===== src/rtl/core_mem_arbiter_pkg.sv =====
// Shared types and bus-ID helpers for the per-core memory arbiter.
package core_mem_arbiter_pkg;

  localparam int ADDR_W = 64;
  localparam int DATA_W = 64;

  typedef enum logic [1:0] {
    read_req  = 2'd0,
    write_req = 2'd1,
    read_rsp  = 2'd2,
    write_ack = 2'd3
  } bus_packet_type_t;

  typedef enum logic [7:0] {
    FETCH = 8'd0,
    LOAD  = 8'd1,
    STORE = 8'd2
  } component_type_t;

  // Bus ID layout is {core[7:0], component[7:0]}.
  function automatic logic [15:0] createBusID(input logic [7:0] core_id, input logic [7:0] component);
    return {core_id, component};
  endfunction

  function automatic logic [7:0] bus_id_core(input logic [15:0] id);
    return id[15:8];
  endfunction

  function automatic logic [7:0] bus_id_component(input logic [15:0] id);
    return id[7:0];
  endfunction

endpackage


===== src/rtl/core_mem_arbiter_rr_pick.sv =====
// Combinational round-robin pick: first candidate at or after ptr, wrapping modulo N.
module rr_pick
  import core_mem_arbiter_pkg::*;
#(
  parameter int N     = 3,
  parameter int IDX_W = (N > 1) ? $clog2(N) : 1
) (
  input  logic [N-1:0]     candidates,
  input  logic [IDX_W-1:0] ptr,
  output logic [N-1:0]     grant,
  output logic [IDX_W-1:0] grant_idx,
  output logic             any
);

  // Scan from the farthest offset down so the nearest candidate to ptr wins last.
  always_comb begin
    logic [IDX_W:0] pos;
    grant     = '0;
    grant_idx = '0;
    pos       = '0;
    for (int k = N - 1; k >= 0; k--) begin
      pos = {1'b0, ptr} + (IDX_W + 1)'(k);
      if (pos >= (IDX_W + 1)'(N)) pos = pos - (IDX_W + 1)'(N);
      if (candidates[pos[IDX_W-1:0]]) begin
        grant                   = '0;
        grant[pos[IDX_W-1:0]]   = 1'b1;
        grant_idx               = pos[IDX_W-1:0];
      end
    end
  end

  assign any = |candidates;

endmodule


===== src/rtl/core_mem_arbiter.sv =====
// Shares one core memory bus port among fetch/load/store requesters and routes
// responses back by the component field of the bus ID.
module core_mem_arbiter
  import core_mem_arbiter_pkg::*;
#(
  parameter logic [7:0] CORE_ID = 8'd0,
  parameter int         N_REQ   = 3,
  parameter int         ADDR_W  = core_mem_arbiter_pkg::ADDR_W,
  parameter int         DATA_W  = core_mem_arbiter_pkg::DATA_W
) (
  input  logic                     clk,
  input  logic                     reset_n,
  input  logic [N_REQ-1:0]         req_valid,
  output logic [N_REQ-1:0]         req_ready,
  input  logic [N_REQ-1:0]         req_is_write,
  input  logic [N_REQ*ADDR_W-1:0]  req_addr,
  input  logic [N_REQ*DATA_W-1:0]  req_wdata,
  output logic                     mem_req_valid,
  input  logic                     mem_req_ready,
  output logic [1:0]               mem_req_type,
  output logic [ADDR_W-1:0]        mem_req_addr,
  output logic [DATA_W-1:0]        mem_req_data,
  output logic [15:0]              mem_req_id,
  input  logic                     mem_rsp_valid,
  output logic                     mem_rsp_ready,
  input  logic [1:0]               mem_rsp_type,
  input  logic [15:0]              mem_rsp_id,
  input  logic [DATA_W-1:0]        mem_rsp_data,
  output logic [N_REQ-1:0]         rsp_valid,
  input  logic [N_REQ-1:0]         rsp_ready,
  output logic [DATA_W-1:0]        rsp_data,
  output logic                     bad_rsp
);

  localparam int IDX_W = (N_REQ > 1) ? $clog2(N_REQ) : 1;

  localparam logic [0:0] ST_IDLE  = 1'b0;
  localparam logic [0:0] ST_ISSUE = 1'b1;

  logic [0:0]        state;
  logic [IDX_W-1:0]  rr_ptr;
  logic [IDX_W-1:0]  issue_idx;
  logic [IDX_W-1:0]  grant_idx;
  logic [N_REQ-1:0]  outstanding;
  logic [N_REQ-1:0]  candidates;
  logic [N_REQ-1:0]  grant;
  logic              grant_any;
  logic [N_REQ-1:0]  slot_full;
  logic [DATA_W-1:0] slot_data [N_REQ];
  logic [1:0]        slot_type [N_REQ];

  logic [7:0] rsp_comp;
  logic       rsp_out;
  logic       rsp_full;
  logic       rsp_good;
  logic       rsp_accept;

  assign candidates = req_valid & ~outstanding;

  rr_pick #(.N(N_REQ), .IDX_W(IDX_W)) u_pick (
    .candidates (candidates),
    .ptr        (rr_ptr),
    .grant      (grant),
    .grant_idx  (grant_idx),
    .any        (grant_any)
  );

  // Handshake outputs are gated by reset so every output reads 0 while reset is held.
  assign req_ready = (reset_n && state == ST_IDLE) ? grant : '0;

  always_ff @(posedge clk or negedge reset_n) begin
    if (!reset_n) begin
      state         <= ST_IDLE;
      rr_ptr        <= '0;
      issue_idx     <= '0;
      mem_req_valid <= 1'b0;
      mem_req_type  <= '0;
      mem_req_addr  <= '0;
      mem_req_data  <= '0;
      mem_req_id    <= '0;
    end else begin
      case (state)
        ST_IDLE: begin
          if (grant_any) begin
            state         <= ST_ISSUE;
            issue_idx     <= grant_idx;
            mem_req_valid <= 1'b1;
            mem_req_type  <= req_is_write[grant_idx] ? 2'(write_req) : 2'(read_req);
            mem_req_addr  <= req_addr[grant_idx*ADDR_W +: ADDR_W];
            mem_req_data  <= req_wdata[grant_idx*DATA_W +: DATA_W];
            mem_req_id    <= createBusID(CORE_ID, 8'(grant_idx));
          end
        end
        default: begin
          if (mem_req_ready) begin
            state         <= ST_IDLE;
            mem_req_valid <= 1'b0;
            rr_ptr        <= (issue_idx == IDX_W'(N_REQ - 1)) ? '0 : issue_idx + 1'b1;
          end
        end
      endcase
    end
  end

  assign rsp_comp = bus_id_component(mem_rsp_id);

  always_comb begin
    rsp_out  = 1'b0;
    rsp_full = 1'b0;
    for (int i = 0; i < N_REQ; i++) begin
      if (rsp_comp == 8'(i)) begin
        rsp_out  = outstanding[i];
        rsp_full = slot_full[i];
      end
    end
  end

  // Out-of-range components never match above, so they fall out as invalid.
  assign rsp_good      = (bus_id_core(mem_rsp_id) == CORE_ID) && rsp_out;
  assign mem_rsp_ready = reset_n && (!rsp_good || !rsp_full);
  assign rsp_accept    = mem_rsp_valid && mem_rsp_ready;

  always_ff @(posedge clk or negedge reset_n) begin
    if (!reset_n) begin
      outstanding <= '0;
      slot_full   <= '0;
      bad_rsp     <= 1'b0;
      for (int i = 0; i < N_REQ; i++) begin
        slot_data[i] <= '0;
        slot_type[i] <= '0;
      end
    end else begin
      bad_rsp <= rsp_accept && !rsp_good;
      for (int i = 0; i < N_REQ; i++) begin
        if (slot_full[i] && rsp_ready[i]) slot_full[i] <= 1'b0;
        if (state == ST_ISSUE && mem_req_ready && issue_idx == IDX_W'(i)) outstanding[i] <= 1'b1;
        if (rsp_accept && rsp_good && rsp_comp == 8'(i)) begin
          outstanding[i] <= 1'b0;
          slot_full[i]   <= 1'b1;
          slot_data[i]   <= mem_rsp_data;
          slot_type[i]   <= mem_rsp_type;
        end
      end
    end
  end

  assign rsp_valid = slot_full;

  // Write acks carry no payload; the shared bus shows the lowest full slot.
  always_comb begin
    rsp_data = '0;
    for (int i = N_REQ - 1; i >= 0; i--) begin
      if (slot_full[i]) rsp_data = (slot_type[i] == 2'(write_ack)) ? '0 : slot_data[i];
    end
  end

  assert property (@(posedge clk) disable iff (!reset_n)
    $past(mem_req_valid && !mem_req_ready) |->
      (mem_req_valid && $stable(mem_req_type) && $stable(mem_req_addr) &&
       $stable(mem_req_data) && $stable(mem_req_id)));

endmodule


===== config.mk =====
export PLATFORM = sky130hd
export DESIGN_NAME = core_mem_arbiter
export DESIGN_NICKNAME = d
export VERILOG_FILES = /design/src/rtl/core_mem_arbiter_pkg.sv /design/src/rtl/core_mem_arbiter_rr_pick.sv /design/src/rtl/core_mem_arbiter.sv
export SDC_FILE = /design/constraint.sdc
export NUM_CORES = 1
export LEC_CHECK = 0
export ABC_AREA = 1
export CORE_AREA = 5 5 268 270
export DETAILED_ROUTE_END_ITERATION = 7
export DIE_AREA = 0 0 273 275
export DONT_BUFFER_PORTS = 1
export GPL_TIMING_DRIVEN = 0
export SYNTH_ARGS = -nofsm -noshare
export SYNTH_HDL_FRONTEND = slang
export SYNTH_HIERARCHICAL = 1
export SYNTH_SLANG_ARGS = --single-unit

===== constraint.sdc =====
create_clock -name clk -period 5.59 [get_ports clk]
set_input_delay 1.118 -clock clk [delete_from_list [all_inputs] [get_ports clk]]
set_output_delay 1.118 -clock clk [all_outputs]
set_load 0.05 [all_outputs]

Word-level counts from Yosys, hierarchy flattened

Index checks and enable logic that the tools add are counted.
W data, S select, Z words.

Add/subtract/negate cells: 6
Magnitude comparators: 10
Equality and inequality tests: 8
Shift operators: 2
Mux-type cells: 56
Bitwise gates (word level): 3
Reduce and logical (&&, ||, !) cells: 36

Operator list:

| operator              | number |
|---|---|
| $mux W64              | 6 |
| $shiftx A192 B9 Y64   | 2 |
| $mux W1               | 32 |
| $logic_and A1 B1 Y1   | 19 |
| $logic_not A8 Y1      | 2 |
| $mux W2               | 7 |
| $reduce_bool A2 Y1    | 7 |
| $lt A2 B3 Y1 const B  | 4 |
| $mux W3               | 4 |
| $bmux W1 S2           | 4 |
| $eq A2 B2 Y1 const B  | 4 |
| $eq A8 B1 Y1 const B  | 1 |
| $eq A8 B2 Y1 const B  | 1 |
| $demux W1 S2          | 3 |
| $ge A2 B1 Y1 const B  | 3 |
| $ge A3 B2 Y1 const B  | 2 |
| $reduce_and A2 Y1     | 3 |
| $sub A2 B2 Y2 const B | 3 |
| $add A2 B1 Y3 const B | 1 |
| $add A2 B2 Y3 const B | 1 |
| $and A3 B3 Y3         | 1 |
| $not A3 Y3            | 1 |
| $reduce_or A3 Y1      | 1 |
| $add A2 B1 Y2 const B | 1 |
| other kinds (7)       | 8 |

Flip-flop bits (word level): 341
Input port bits: 479
Logic and storage cells: 141

Logic depth before layout (Yosys ltp)

Word-level depth: 12
Mapped depth: 16

Hierarchy

Netlist, hierarchy kept.

By module, submodules not included:

| module           | times used | cells each | area an instance (sq um) |
|---|---|---|---|
| core_mem_arbiter | 1          | 2368       | 18011.0 |
| rr_pick          | 1          | 57         | 271.5 |

Least setup slack after synthesis

OpenSTA, ideal clock, no wires.

Path kind: register to output
Start: register slot_full[2], in the netlist rsp_valid[2]
End: output port rsp_data[10]
Arrival: 2.699 ns
Required time: 4.472 ns
Slack: 1.773 ns
Cell stages (with the launch flop): 8
Path buffers: 2
Cells stage by stage: dfrtp_1 -> inv_1 -> nor2_1 -> and2_1 -> clkbuf_1 -> clkbuf_1 -> a22oi_1 -> o21ai_0

Cells in the longest elaborated chain, start to end: 3

Ends and longest elaborated chain:

| element                           | line                    | RTL |
|---|---|---|
| from (decl)                       | core_mem_arbiter.sv:48  | `logic [N_REQ-1:0] slot_full;` |
| from (signal assigned)            | core_mem_arbiter.sv:126 | `slot_full <= '0;` |
| from (signal, indexed assignment) | core_mem_arbiter.sv:139 | `slot_full[i] <= 1'b1;` |
| $mux W64 (3 in a row)             | core_mem_arbiter.sv:153 | `if (slot_full[i]) rsp_data = (slot_type[i] == 2'(write_ack)) ? '0 : slot_data[i];` |
| to (decl)                         | core_mem_arbiter.sv:31  | `output logic [DATA_W-1:0] rsp_data,` |

No other way between the ends.

Worst setup path after layout

Start: register slot_full[1], in the netlist rsp_valid[1]
End: output port rsp_data[60]

Cells in the longest elaborated chain, start to end: 2

Ends and longest elaborated chain:

| element               | line |
|---|---|
| $mux W64 (2 in a row) | core_mem_arbiter.sv:153 |

No other way between the ends.

==> report_table.html <==
<table>
<tr><th>Metric</th><th>Value</th></tr>
<tr><th colspan="2">Floorplan</th></tr>
<tr><td>Die X</td><td>approximately 270 um</td></tr>
<tr><td>Placeable core area</td><td>a little under 70000 um^2</td></tr>
<tr><td>Standard-cell rows</td><td>97</td></tr>
<tr><td>Effective utilization at floorplan</td><td>0.2638</td></tr>
<tr><td>I/O pin count</td><td>around 700</td></tr>
<tr><td>Die Outline Area</td><td>75080 um^2</td></tr>
<tr><td>Die height</td><td>approximately 280 um</td></tr>
<tr><th colspan="2">Finish</th></tr>
<tr><td>FF/Latch Area</td><td>between 8000 and 9000 um^2</td></tr>
<tr><td>Count of nets after finishing</td><td>just under 3000</td></tr>
<tr><td>Number of filler cells placed in the layout</td><td>between 7000 and 8000</td></tr>
<tr><td>Area added between synthesis and finish</td><td>14.57%</td></tr>
<tr><td>Fin util</td><td>0.3023</td></tr>
<tr><td>Share of final-layout standard cells stronger than drive strength 1</td><td>0.05223</td></tr>
<tr><td>Area used by multi-input combinational logic</td><td>a little over 8000 um^2</td></tr>
<tr><th colspan="2">Critical path</th></tr>
<tr><td>Slowest cell on the critical path</td><td>sky130_fd_sc_hd__o21ai_1</td></tr>
<tr><td>Logic depth of the worst register-to-register path</td><td>15</td></tr>
<tr><td>End of the critical path</td><td>rsp_data[60]</td></tr>
<tr><td>Worst setup path startpoint</td><td>rsp_valid[1]</td></tr>
<tr><td>Critical R2R Launch</td><td>rr_ptr[0]</td></tr>
<tr><td>Required time at the worst-slack endpoint</td><td>4470 ps</td></tr>
<tr><td>Series of cell instances along the critical path</td><td>inv_1 -&gt; a21oi_1 -&gt; clkbuf_1 -&gt; a22oi_1 -&gt; o21ai_1</td></tr>
<tr><td>Number of stages on the worst setup path</td><td>5</td></tr>
<tr><td>Crit Path Class</td><td>reg -&gt; out</td></tr>
<tr><td>Critical Path Sink Type</td><td>primary output</td></tr>
<tr><td>Cell family contributing the most delay on the critical path</td><td>compound AO/OA/AOI/OAI gates</td></tr>
<tr><td>R2R setup slack</td><td>~1800 ps</td></tr>
<tr><td>Crit path largest cell delay</td><td>roughly 1000 ps</td></tr>
<tr><td>Count of buffering cells on the critical path with inverters included</td><td>2</td></tr>
<tr><td>Destination of the worst register-to-register timing path</td><td>mem_req_addr[20]</td></tr>
<tr><td>Maximum fanout along the worst path</td><td>10</td></tr>
<tr><td>Category of the worst setup path launch point</td><td>register</td></tr>
<tr><td>WP data arrival</td><td>between 4000 and 5000 ps</td></tr>
<tr><th colspan="2">Clock network</th></tr>
<tr><td>Number of hold buffers added after cts</td><td>0</td></tr>
<tr><td>PostCTS Resize Cnt</td><td>0</td></tr>
<tr><td>Clock sinks</td><td>340</td></tr>
<tr><td>TritonCTS clock tree</td><td>done</td></tr>
<tr><td>Clock transition at the registers of the reported paths</td><td>60 ps</td></tr>
<tr><td>Post-CTS setup buffers</td><td>0</td></tr>
<tr><td>Count of H-tree levels built during CTS</td><td>2</td></tr>
<tr><td>Buffer cell driving the clock tree root</td><td>sky130_fd_sc_hd__clkbuf_16</td></tr>
<tr><td>Number of buffers on the longest clock path</td><td>3</td></tr>
<tr><td>Number of buffers added by the clock tree synthesis step</td><td>42</td></tr>
<tr><td>Clock insertion delay at the later pin of the skew report</td><td>~580 ps</td></tr>
<tr><th colspan="2">Synthesis</th></tr>
<tr><td>Mapped Area</td><td>roughly 18000 um^2</td></tr>
<tr><td>Cell variety after synth</td><td>24</td></tr>
<tr><td>Main area contributors after synthesis</td><td>sky130_fd_sc_hd__dfrtp_1, sky130_fd_sc_hd__nand2_1, sky130_fd_sc_hd__o21bai_1</td></tr>
<tr><td>Yosys top cell area share</td><td>0.4654</td></tr>
<tr><td>Library cell occupying the most area in the post-synthesis netlist</td><td>sky130_fd_sc_hd__dfrtp_1</td></tr>
<tr><td>Flop and latch count out of synthesis</td><td>340</td></tr>
<tr><td>Synth Instances</td><td>roughly 2400</td></tr>
<tr><td>Average footprint of a synthesized cell</td><td>around 7.5 um^2</td></tr>
<tr><td>Count of warnings emitted by yosys</td><td>6</td></tr>
<tr><td>Seq/Total Area, Yosys</td><td>0.4654</td></tr>
<tr><th colspan="2">Timing</th></tr>
<tr><td>Count of endpoints failing hold in the final timing report</td><td>0</td></tr>
<tr><td>Sum of negative setup slack</td><td>0 ps</td></tr>
<tr><td>Slew headroom</td><td>0.1113</td></tr>
<tr><td>Finish-stage setup viols</td><td>0</td></tr>
<tr><td>Setup repair after global routing missed its margin</td><td>no</td></tr>
<tr><td>Transition at the pin with the smallest max-transition slack</td><td>between 1000 and 1500 ps</td></tr>
<tr><td>Number of max-slew violations in the final report</td><td>0</td></tr>
<tr><td>Worst Skew</td><td>around 16 ps</td></tr>
<tr><td>Final worst hold slack</td><td>around 230 ps</td></tr>
<tr><td>Tmin final</td><td>about 5400 ps</td></tr>
<tr><td>Share of the clock period used by the worst path after layout</td><td>0.9600</td></tr>
<tr><td>Upper clock frequency limit</td><td>approximately 190 MHz</td></tr>
<tr><th colspan="2">Place</th></tr>
<tr><td>Half-perimeter wire length after placement</td><td>72.61 mm</td></tr>
<tr><td>Quantity of I/O buffers inserted on ports</td><td>0</td></tr>
<tr><td>Global placer's final weighted congestion</td><td>roughly 1</td></tr>
<tr><th colspan="2">GRT</th></tr>
<tr><td>First-pass GRT wire length</td><td>126.0 mm</td></tr>
<tr><td>Initial antenna violation count</td><td>between 40 and 50</td></tr>
<tr><td>Largest net degree at the start of global routing</td><td>344</td></tr>
<tr><td>Via count of the first global-routing pass</td><td>between 15000 and 20000</td></tr>
<tr><td>Overall track demand over capacity in global routing</td><td>0.2302</td></tr>
<tr><td>GR Overflow Total</td><td>0</td></tr>
<tr><th colspan="2">Detailed routing</th></tr>
<tr><td>Number of iterations in the first detailed-routing pass</td><td>5</td></tr>
<tr><td>Number of vias per cell after detailed routing</td><td>just over 5</td></tr>
<tr><td>Antenna viol nets, final</td><td>0</td></tr>
<tr><td>DRC</td><td>0</td></tr>
<tr><td>Detail-routed net length per standard cell</td><td>roughly 26 um</td></tr>
<tr><td>Routed via count</td><td>~18000</td></tr>
<tr><td>Number of violations reported at the end of detailed-routing iteration 0</td><td>1457</td></tr>
<tr><td>Post-detailed-routing wire length</td><td>approximately 91 mm</td></tr>
<tr><th colspan="2">Power and ir drop</th></tr>
<tr><td>Total power divided by cell area</td><td>between 200 and 300 nW/um^2</td></tr>
<tr><td>Leakage power of the design</td><td>about 9.1 nW</td></tr>
<tr><td>Maximum vdd drop</td><td>0.1983 mV</td></tr>
<tr><th colspan="2">Run status</th></tr>
<tr><td>Outcome</td><td>finished, final reports clean</td></tr>
<tr><th colspan="2">Flow run</th></tr>
<tr><td>Max-cap violations</td><td>0</td></tr>
<tr><th colspan="2">Hold path</th></tr>
<tr><td>Worst hold path class</td><td>in -&gt; async</td></tr>
</table>
==> synth_stat cells, drive strengths merged <==
cell	number
a21oi	10
a22oi	63
a31oi	102
and2	1
buf	78
clkbuf	117
conb	1
dfrtp	340
ha	4
inv	237
nand2	576
nand3	106
nand4	2
nor2	391
o21ai	169
o21bai	198
o22ai	3
o311ai	27
==> flip-flops by register name (all words and copies together), names as in the netlist <==
| register | flops |
|---|---|
| slot_data | 192 |
| bad_rsp | 1 |
| mem_req_type | 1 |
| mem_req_valid | 1 |
| state | 1 |
| rsp_valid | 3 |
| rr_ptr | 2 |
| issue_idx | 2 |
| slot_type | 6 |
| mem_req_addr | 64 |
| mem_req_data | 64 |
| outstanding | 3 |
==> worst min path at each step <==
stage	cells past startpoint	slack, ps	endpoint	startpoint
after detailed placement	2	550	rr_ptr[1]	rr_ptr[1]
after global routing	0	190	slot_data[100]	reset_n
after global placement	2	540	rr_ptr[1]	rr_ptr[1]
after CTS	0	190	slot_data[100]	reset_n
after floorplan	2	500	rr_ptr[1]	rr_ptr[1]
final	0	230	slot_data[100]	reset_n
==> power breakdown <==
| part | switching, mW | internal, mW |
|---|---|---|
| Combinational | 0.0711 | 0.0326 |
| Sequential | 0.00241 | 2.46 |
| Clock | 1.17 | 1.57 |
| Total | 1.24 | 4.07 |
==> placed cells by master (no fill, tap or decap), types with 3 or more instances in the layout <==
master and n:
sky130_fd_sc_hd__a21oi_1 10, sky130_fd_sc_hd__a22oi_1 63, sky130_fd_sc_hd__a31oi_1 102, sky130_fd_sc_hd__buf_1 23, sky130_fd_sc_hd__buf_2 28, sky130_fd_sc_hd__buf_4 27
sky130_fd_sc_hd__clkbuf_1 122, sky130_fd_sc_hd__clkbuf_16 42, sky130_fd_sc_hd__clkbuf_8 7, sky130_fd_sc_hd__clkinv_2 6, sky130_fd_sc_hd__conb_1 15, sky130_fd_sc_hd__dfrtp_1 340
sky130_fd_sc_hd__diode_2 35, sky130_fd_sc_hd__ha_1 4, sky130_fd_sc_hd__inv_1 232, sky130_fd_sc_hd__inv_2 5, sky130_fd_sc_hd__nand2_1 576, sky130_fd_sc_hd__nand3_1 104
sky130_fd_sc_hd__nor2_1 387, sky130_fd_sc_hd__nor2_2 4, sky130_fd_sc_hd__o21ai_0 106, sky130_fd_sc_hd__o21ai_1 63, sky130_fd_sc_hd__o21bai_1 198, sky130_fd_sc_hd__o22ai_1 3
sky130_fd_sc_hd__o311ai_0 27
==> cell type report <==
cell class	instances	share of cell area
multi-input combinational	1667	0.3852
clock inverter	15	0.008661
sequential	340	0.4062
buffer	195	0.04146
inverter	237	0.04247
antenna	35	0.004181
tap	940	0.05615
clock buffer	54	0.05567
==> metal layers <==
layer  track usage  share of wire
met5             0        0.00088
met4        0.1128          0.048
met3        0.1030           0.13
met2        0.3590           0.45
met1        0.2710           0.37
==> logic make-up (layout without fill, tap and decap cells) <==
| family | Yosys count | in the layout | share of synthesized area |
|---|---|---|---|
| AND/OR/NAND/NOR | 1076 | 1076 | 0.2305 |
| AO/OA/AOI/OAI | 572 | 572 | 0.2050 |
| buffers and inverters | 432 | 501 | 0.09615 |
| flip-flops | 340 | 340 | 0.4654 |
| adder cells (fa/ha/maj) | 4 | 4 | 0.002738 |
| other | 1 | 50 | 0.0002051 |
==> through the flow <==
step / instance area (um^2) / cells / setup WS (ps) / power, mW
6_report: 20950 / 3483 / 223.8 / 5.309
5_1_grt: 20920 / 3473 / 78.17 / 5.477
4_1_cts: 20860 / 3448 / 119.4 / 5.367
3_5_place_dp: 19510 / 3379 / 783.4 / 2.611
3_3_place_gp: 19510 / 3379 / 232.0 / 2.610
2_1_floorplan: 18340 / 2439 / 1773 / 2.591
(Power assumes the default switching activity.)
